[src/rtl/alu_seq_pkg.sv]
// rtl/alu_seq_pkg.sv - shared encodings for the byte-serial ALU sequencer
package alu_seq_pkg;

  typedef enum logic [2:0] {
    OP_AND = 3'd0,
    OP_OR  = 3'd1,
    OP_NOT = 3'd2,
    OP_ADD = 3'd3,
    OP_SUB = 3'd4,
    OP_EQ  = 3'd5
  } req_op_e;

  localparam logic [2:0] ALU_AND = 3'd0;
  localparam logic [2:0] ALU_OR  = 3'd2;
  localparam logic [2:0] ALU_NOT = 3'd3;
  localparam logic [2:0] ALU_ADD = 3'd4;
  localparam logic [2:0] ALU_BEQ = 3'd7;

  typedef enum logic [2:0] {
    IDLE,
    PASS_OP,
    PASS_CIN,
    NEXT_BYTE,
    DONE
  } state_e;

  function automatic logic is_legal(input logic [2:0] op);
    return op <= 3'd5;
  endfunction

endpackage

[src/rtl/alu_seq_alu.sv]
// rtl/alu_seq_alu.sv - shared combinational 8-bit ALU (AND/OR/NOT/ADD/BEQ)
module alu_seq_alu
  import alu_seq_pkg::*;
(
  input  logic [2:0] op,
  input  logic [7:0] a,
  input  logic [7:0] b,
  output logic [7:0] res,
  output logic       carry,
  output logic       jump
);

  always_comb begin
    res   = '0;
    carry = 1'b0;
    jump  = 1'b0;
    case (op)
      ALU_AND: res = a & b;
      ALU_OR:  res = a | b;
      ALU_NOT: res = ~a;
      ALU_ADD: {carry, res} = {1'b0, a} + {1'b0, b};
      ALU_BEQ: jump = (a == b);
      default: ;
    endcase
  end

endmodule

[src/rtl/alu_seq.sv]
// rtl/alu_seq.sv - wide ALU built by sequencing one 8-bit ALU pass per clock, LSB first
// Option: define ALU_SEQ_EARLY_EXIT_EN to end EQ at the first mismatching byte.
module alu_seq
  import alu_seq_pkg::*;
#(
  parameter int NBYTES = 4
) (
  input  logic                clk,
  input  logic                reset,
  input  logic                req_valid,
  output logic                req_ready,
  input  logic [2:0]          req_op,
  input  logic [8*NBYTES-1:0] req_a,
  input  logic [8*NBYTES-1:0] req_b,
  output logic                resp_valid,
  input  logic                resp_ready,
  output logic [8*NBYTES-1:0] resp_res,
  output logic                resp_carry,
  output logic                resp_eq,
  output logic                resp_err
);

  localparam int W  = 8 * NBYTES;
  localparam int IW = $clog2(NBYTES + 1);

  state_e        state, state_nxt;
  logic [2:0]    op_r;
  logic [W-1:0]  a_sr, b_sr, res_sr;
  logic [7:0]    tmp;
  logic          cin, inv_done, eq_acc;
  logic [IW-1:0] idx;

  logic [2:0] alu_op;
  logic [7:0] alu_a, alu_b, alu_res;
  logic       alu_carry, alu_jump;
  logic       add_like, last_byte, byte_done, carry_out, eq_miss;

  alu_seq_alu u_alu (
    .op    (alu_op),
    .a     (alu_a),
    .b     (alu_b),
    .res   (alu_res),
    .carry (alu_carry),
    .jump  (alu_jump)
  );

  assign add_like  = (op_r == OP_ADD) || (op_r == OP_SUB);
  assign last_byte = (idx == IW'(NBYTES - 1));

  // SUB spends its first pass per byte inverting b into tmp; tmp then feeds the ADD pass.
  always_comb begin
    alu_op = ALU_AND;
    alu_a  = '0;
    alu_b  = '0;
    if (state == PASS_OP) begin
      case (op_r)
        OP_AND: begin alu_op = ALU_AND; alu_a = a_sr[7:0]; alu_b = b_sr[7:0]; end
        OP_OR:  begin alu_op = ALU_OR;  alu_a = a_sr[7:0]; alu_b = b_sr[7:0]; end
        OP_NOT: begin alu_op = ALU_NOT; alu_a = a_sr[7:0]; end
        OP_ADD: begin alu_op = ALU_ADD; alu_a = a_sr[7:0]; alu_b = b_sr[7:0]; end
        OP_SUB: begin
          if (!inv_done) begin alu_op = ALU_NOT; alu_a = b_sr[7:0]; end
          else begin alu_op = ALU_ADD; alu_a = a_sr[7:0]; alu_b = tmp; end
        end
        OP_EQ:  begin alu_op = ALU_BEQ; alu_a = a_sr[7:0]; alu_b = b_sr[7:0]; end
        default: ;
      endcase
    end else if (state == PASS_CIN) begin
      alu_op = ALU_ADD;
      alu_a  = tmp;
      alu_b  = 8'd1;
    end
  end

  always_comb begin
    byte_done = 1'b0;
    carry_out = alu_carry;
    if (state == PASS_CIN) begin
      byte_done = 1'b1;
      carry_out = cin | alu_carry;
    end else if (state == PASS_OP) begin
      byte_done = !((op_r == OP_SUB) && !inv_done) && !(add_like && cin);
    end
  end

`ifdef ALU_SEQ_EARLY_EXIT_EN
  assign eq_miss = (state == PASS_OP) && (op_r == OP_EQ) && !alu_jump;
`else
  assign eq_miss = 1'b0;
`endif

  always_ff @(posedge clk) begin
    if (reset) state <= IDLE;
    else       state <= state_nxt;
  end

  always_comb begin
    state_nxt  = state;
    req_ready  = 1'b0;
    resp_valid = 1'b0;
    case (state)
      IDLE: begin
        req_ready = 1'b1;
        if (req_valid) state_nxt = is_legal(req_op) ? PASS_OP : NEXT_BYTE;
      end
      PASS_OP: begin
        if (eq_miss || (byte_done && last_byte))   state_nxt = NEXT_BYTE;
        else if (byte_done)                        state_nxt = PASS_OP;
        else if ((op_r == OP_SUB) && !inv_done)    state_nxt = PASS_OP;
        else                                       state_nxt = PASS_CIN;
      end
      PASS_CIN:  state_nxt = last_byte ? NEXT_BYTE : PASS_OP;
      NEXT_BYTE: state_nxt = DONE;
      DONE: begin
        resp_valid = 1'b1;
        if (resp_ready) state_nxt = IDLE;
      end
      default: state_nxt = IDLE;
    endcase
  end

  // NEXT_BYTE is the single commit cycle after the last pass; resp_* only change there.
  always_ff @(posedge clk) begin
    if (reset) begin
      op_r       <= '0;
      a_sr       <= '0;
      b_sr       <= '0;
      res_sr     <= '0;
      tmp        <= '0;
      cin        <= 1'b0;
      inv_done   <= 1'b0;
      eq_acc     <= 1'b0;
      idx        <= '0;
      resp_res   <= '0;
      resp_carry <= 1'b0;
      resp_eq    <= 1'b0;
      resp_err   <= 1'b0;
    end else begin
      case (state)
        IDLE: begin
          if (req_valid) begin
            op_r     <= req_op;
            a_sr     <= req_a;
            b_sr     <= req_b;
            idx      <= '0;
            inv_done <= 1'b0;
            eq_acc   <= 1'b1;
            cin      <= (req_op == OP_SUB);
          end
        end
        PASS_OP, PASS_CIN: begin
          if ((state == PASS_OP) && (op_r == OP_EQ)) eq_acc <= eq_acc & alu_jump;
          if (byte_done) begin
            res_sr   <= (res_sr >> 8) | (W'(alu_res) << (W - 8));
            a_sr     <= a_sr >> 8;
            b_sr     <= b_sr >> 8;
            idx      <= idx + 1'b1;
            inv_done <= 1'b0;
            cin      <= carry_out;
          end else if ((op_r == OP_SUB) && !inv_done) begin
            tmp      <= alu_res;
            inv_done <= 1'b1;
          end else begin
            tmp <= alu_res;
            cin <= alu_carry;
          end
        end
        NEXT_BYTE: begin
          resp_err   <= !is_legal(op_r);
          resp_res   <= (is_legal(op_r) && (op_r != OP_EQ)) ? res_sr : '0;
          resp_carry <= add_like & cin;
          resp_eq    <= (op_r == OP_EQ) & eq_acc;
        end
        default: ;
      endcase
    end
  end

endmodule

[config.mk]
export PLATFORM = sky130hd
export DESIGN_NAME = alu_seq
export DESIGN_NICKNAME = d
export VERILOG_FILES = /design/src/rtl/alu_seq_pkg.sv /design/src/rtl/alu_seq_alu.sv /design/src/rtl/alu_seq.sv
export SDC_FILE = /design/constraint.sdc
export NUM_CORES = 1
export LEC_CHECK = 0
export ABC_AREA = 1
export CAP_MARGIN = 20
export CELL_PAD_IN_SITES_DETAIL_PLACEMENT = 1
export CELL_PAD_IN_SITES_GLOBAL_PLACEMENT = 1
export CORE_ASPECT_RATIO = 1.5
export CORE_MARGIN = 2
export CORE_UTILIZATION = 35
export CTS_CLUSTER_DIAMETER = 80
export DETAILED_ROUTE_END_ITERATION = 7
export GPL_TIMING_DRIVEN = 0
export PLACE_DENSITY_LB_ADDON = 0.1
export REMOVE_ABC_BUFFERS = 1
export SLEW_MARGIN = 20
export SYNTH_ARGS = -nofsm -noshare
export SYNTH_HDL_FRONTEND = slang
export SYNTH_SLANG_ARGS = --single-unit
[constraint.sdc]
create_clock -name clk -period 2.5 [get_ports clk]
set_input_delay 0.5 -clock clk [delete_from_list [all_inputs] [get_ports clk]]
set_output_delay 0.5 -clock clk [all_outputs]
set_load 0.01 [all_outputs]
; ---- Yosys cells after proc, flatten, opt, wreduce, memory -nomap -nowiden
; Index checks and enable logic that the tools add are counted.
[word_totals]
regBits = 151
wordCells = 125
input_bits = 71
[op_classes]
muxes = 49
add_sub_neg = 2
bitwise = 9
n_lt_le_gt_ge = 2
reduce_logical = 26
n_eq_ne = 23
[ops]
columns = op, count
row1 = 32-bit two-way mux, 5
row2 = 32-bit case mux with 2 select lines, 2
row3 = 8-bit two-way mux, 5
row4 = 24-bit by 32-bit bitwise OR with 32-bit output, 1
row5 = 8-bit case mux with 2 select lines, 2
row6 = 8-bit case mux with 4 select lines, 1
row7 = 3-bit case mux with 5 select lines, 2
row8 = 3-bit by 2-bit == test with 1-bit output (second input constant), 7
row9 = 3-bit two-way mux, 7
row10 = 3-bit == test (second input constant), 6
row11 = 1-bit two-way mux, 16
row12 = 3-bit AND reduction, 4
row13 = 2-bit two-way mux, 5
row14 = 8-bit by 8-bit adder with 9-bit output, 1
row15 = 3-bit logical NOT, 3
row16 = 3-bit inequality test (second input constant), 3
row17 = 8-bit bitwise AND, 1
row18 = 8-bit == test, 1
row19 = 2-bit inequality test (second input constant), 4
row20 = 8-bit inverter, 1
row21 = 8-bit bitwise OR, 1
row22 = 2-bit AND reduction, 4
row23 = 3-bit by 1-bit == test with 1-bit output (second input constant), 2
row24 = 3-bit <= comparator (second input constant), 2
row25 = other kinds (13), 25

; ---- Depth between registers and ports, before layout
[depth]
ltp_word = 10
depth_mapped = 23
ltp_nobuf = 21

; ---- Hierarchy
; A second synthesis with hierarchy kept.
[hier_totals]
hier_cells = 1113
hier_area_um2 = 7468.4
[by_module_without_submodules]
columns = mod, seq_area_each_um2, area_per_inst_um2, cells_per_inst, n_inst
row1 = alu_seq, 3022.9, 6661.4, 970, 1
row2 = alu_seq_alu, 0.0, 807.0, 143, 1

; ---- Worst setup path after synthesis
; Ideal clock, no wire load.
[synth_path]
path_kind = register to register
startpoint = reg op_r[1]
endpoint = reg tmp[4]
stages_incl_launch_ff = 18
setup_slack_ps = -181
t_required_ps = 2391
period_less_slack_ps = 2681
arrival_time_ps = 2572
cell_sequence = dfxtp_1 inv_1 nand2_1 nand2_1 buf_2 nand2_1 o22ai_1 o21ai_0 inv_1 ha_1 fa_1 a21oi_1 xor2_1 nor2_1 nor2_1 nand3_1 nand2_1 inv_1
[synth_via]
elab_chain_len = 9
word_cells_on_any_way = 33
cone_classes = 1 x add/sub / 8 x eq/ne / 9 x mux / 4 x bitwise / 11 x reduce/logical
[synth_rtl]
columns = item, line_no
row1 = start: declaration, alu_seq.sv:27  ; logic [2:0] op_r;
row2 = start signal: assignment, alu_seq.sv:142  ; op_r <= req_op;
row3 = "parallel branches: the longest is 9 deep, another holds 8-bit by 8-bit adder with 9-bit output", n/a
row4 = end signal: assignment, alu_seq.sv:161  ; tmp <= alu_res;
row5 = end signal: assignment, alu_seq.sv:164  ; tmp <= alu_res;
row6 = end: declaration, alu_seq.sv:29  ; logic [7:0] tmp;
; Several ways; the timed one is not identified.
; A chain may end at the register's enable or synchronous reset.

; ---- Final worst setup path
[layout_path]
startpoint = reg op_r[1]
endpoint = reg res_sr[30]
[layout_via]
elab_chain_len = 8
word_cells_on_any_way = 33
cone_classes = 1 x add/sub / 8 x eq/ne / 9 x mux / 4 x bitwise / 11 x reduce/logical
[layout_rtl]
columns = item, line_no
row1 = "parallel branches: the longest is 8 deep, another holds 8-bit by 8-bit adder with 9-bit output", n/a
row2 = end signal: assignment, alu_seq.sv:154  ; res_sr <= (res_sr >> 8) | (W'(alu_res) << (W - 8));
row3 = end: declaration, alu_seq.sv:28  ; logic [W-1:0] a_sr, b_sr, res_sr;
; Several ways; the timed one is not identified.

==> reports/metrics.csv <==
metric;value;unit
p_sw_share;36.46;%
synth_area;7262;µm²
setup_ws;-26.47;ps
fin_hold_ws;475.9;ps
max_freq;395.8;MHz
clock-sinks;151;
seq_area;3049;µm²
root_buffer;clkbuf_16;
switchingPower;0.003070;W
crit_path_end;res_sr[30];
postCtsHoldBufs;0;
drt_iter0_drc;259;
reg2reg_slack;-30;ps
yosysSeqAreaShare;41.63;%
seq_power_share;36.6;%
pre_cts_ws;-1359;ps
gp_congestion;0.8569;
period_share;101.1;%
wire_per_inst;16.29;µm
synth_area_per_cell;6.949;µm²
grt.overflow.total;0;
yosys.area.top_type;dfxtp_1;
netlist_instances;1045;
cts_buffers;17;
internal_power;0.005349;W
grt_pass1_vias;7553;
p_per_area;860.6;nW/µm²
start_util;35.56;%
final_max_slew_viol_count;0;
cts_tree;yes;
layout.nets;1245;
design.die.area;21940;µm²
rsz0062_at_grt;yes;
cap_violations;0;
hp-class;reg2reg;
grt_pass1_wl;38450;µm
core-area;20420;µm²
drive_above_1_share;14.91;%
clk_pin_slew;70;ps
dr_total_vias;7378;
via_per_inst;5.156;
rows;64;
clockBufferDepth;2;
hold_viol_final;0;
htreeDepth;4;
fillers;2549;
total_power;0.008419;W
rr_worst_depth;17;
r2r_end;res_sr[30];
ys_ff_latch;151;
synth.area.top_cells;dfxtp_1 42%, nand2_1 13%, o21ai_0 7.4%, a21oi_1 5.7%, nand3_1 5.4%;
finalSetupTns;-26.47;ps
synth_cell_types;37;
worstPathMaxFanout;10;
fin_util;47.91;%
synth_edf_count;0;
yosysWarningCount;0;
die_h;180.4;µm
insertion_delay;430;ps
comb_power_share;32.7;%
multiInputGateArea;3969;µm²
grt_start_max_net_pins;101;
fin_skew;19.01;ps
critical_path.startpoint;op_r[1];
gr-usage-all-layers;21.84;%
drt-total-wl;23320;µm
synth-main-ff-cell;dfxtp_1;
cp-end-kind;flip-flop;
vdd_drop_max;0.3829;mV
synth_top_cell_area_share;41.63;%
area_growth;34.72;%
tightest_slew;848.4;ps
setup.worst_path.start_class;flip-flop;
hpwl;13730;µm
fin_crit;2526;ps
relSlewSlack;43.44;%
async_flop_share;0;%
arrival;2850;ps
firstDrtPassIters;5;
die_w;121.6;µm
place.port_buffers;107;
path_class;reg2reg;
power_frac_clock;30.7;%
drt_drc_violations_left;0;
ant_nets;0;
violations;setup timing;
io_pins;108;
r2r-start;op_r[1];
antenna_found_initial;0;
setup_violations;1;
outcome;finished, violations left;
diodes;0;
crit_required;2830;ps
leakage;4.060;nW
[per-layer routing]
metal	share of wire [%]	vias to the layer above	track usage (%)	wire length, µm
met5	0	-	0	0
met4	2.1	0	7.080	484
met3	3.6	29	4.304	837
met2	53	142	40.99	12460
met1	41	3520	24.15	9536
li1	-	3687	-	-
[registers in the layout, indices dropped and copies added, names as in the netlist]
| name | count |
|---|---|
| a_sr | 32 |
| eq_acc | 1 |
| tmp | 8 |
| resp_eq | 1 |
| state | 3 |
| res_sr | 32 |
| b_sr | 32 |
| idx | 3 |
| resp_err | 1 |
| op_r | 3 |
| resp_carry | 1 |
| resp_res | 32 |
| inv_done | 1 |
| cin | 1 |
[power groups by stage]
stage	sequential (W)	combinational, W	clock (W)
floorplan	0.00306	0.00144	0
global placement	0.00310	0.00220	0
detailed placement	0.00311	0.00229	0
CTS	0.00307	0.00263	0.00265
global route	0.00314	0.00308	0.00275
finish	0.00308	0.00275	0.00259
[cells in the final DEF, fill, tap and decap left out, types with 2 or more instances in the layout]
master,count
buf_4,37
nor2_1,96
nand3_4,3
dfxtp_1,144
bufinv_16,2
clkinv_4,3
nor4_1,2
a21oi_1,79
nand3b_1,2
nand3_1,70
nor2_4,5
nand2_2,18
nand2_1,229
ha_4,7
o21ai_1,10
nand4_1,3
clkbuf_16,17
nand2_8,3
or2_2,8
nor2_2,5
nand3_2,8
xor2_1,2
o21ai_0,102
buf_6,2
nor3_1,2
a21oi_2,3
buf_12,4
inv_1,68
inv_6,5
a31oi_1,48
a22oi_1,16
inv_4,2
clkinvlp_4,7
dfxtp_4,7
nand2_4,6
clkdlybuf4s50_1,106
ha_1,11
inv_2,11
[repair_timing]
action | 4_1_cts | 5_1_grt
buffers inserted | 28 | 14
gates resized for setup | 61 | 54
cloned | 4 | 1
pin swaps | 11 | 35
setup endpoints to repair | 111 | 70
[stage by stage]
step / cells / area, µm²
after floorplan: 980 / 6953
after global placement: 1351 / 8354
after detailed placement: 1353 / 8422
after CTS: 1416 / 9519
after global routing: 1431 / 9783
final: 1431 / 9783
[kinds of logic (layout without fill, tap and decap cells)]
| logic type | count (synthesis) | in the layout | synth area share (%) |
|---|---|---|---|
| AOI/OAI and AO/OA | 264 | 264 | 19.85 |
| and+or+nand+nor | 457 | 461 | 26.12 |
| DFF | 151 | 151 | 41.63 |
| xor gates and xnor gates | 2 | 2 | 0.2413 |
| adders and majority gates | 19 | 19 | 3.377 |
| buffers and inverters | 152 | 270 | 8.787 |
[cell usage after synthesis, types with 3 or more instances]
cell and instances:
nand2_1 252, dfxtp_1 151, o21ai_0 108, nor2_1 101, a21oi_1 82, inv_1 82
nand3_1 78, a31oi_1 48, clkbuf_1 35, ha_1 18, a22oi_1 16, buf_2 13
buf_4 8, or2_2 8, o21ai_1 5, buf_1 4, clkbuf_2 3, nand4_1 3
nor2_2 3
[critical path: stages, from the launching register on]
cell and delay, ps:
dfxtp_4 380, buf_4 130, nand2_4 90, nand2_1 130, o22ai_2 80, o21ai_2 140
inv_1 90, ha_4 180, fa_2 400, buf_4 150, nand3_2 70, nand4_1 80
nand2_1 70, nor2_1 50, nor2_2 120, nand3_2 120, nand2_1 100, inv_1 40
[worst min path at each step]
stage               startpoint    endpoint  slack (ps)  cells past startpoint
floorplan               idx[0]      idx[0]         440                      1
global placement        idx[1]      idx[1]         460                      2
detailed placement      idx[0]      idx[0]         470                      1
CTS                 res_sr[16]   res_sr[8]         480                      2
global route        res_sr[22]  res_sr[14]         510                      2
finish              res_sr[16]   res_sr[8]         480                      2
[final cells by class]
class | instances | area share (%)
Timing Repair Buffer | 151 | 15.17
Multi-Input combinational cell | 746 | 40.57
Tap cell | 264 | 3.376
Clock buffer | 19 | 4.527
Inverter | 87 | 3.683
Timing Repair inverter | 1 | 0.07674
Sequential cell | 151 | 31.17
Clock inverter | 12 | 1.432
Power figures use the tool's default switching activity.
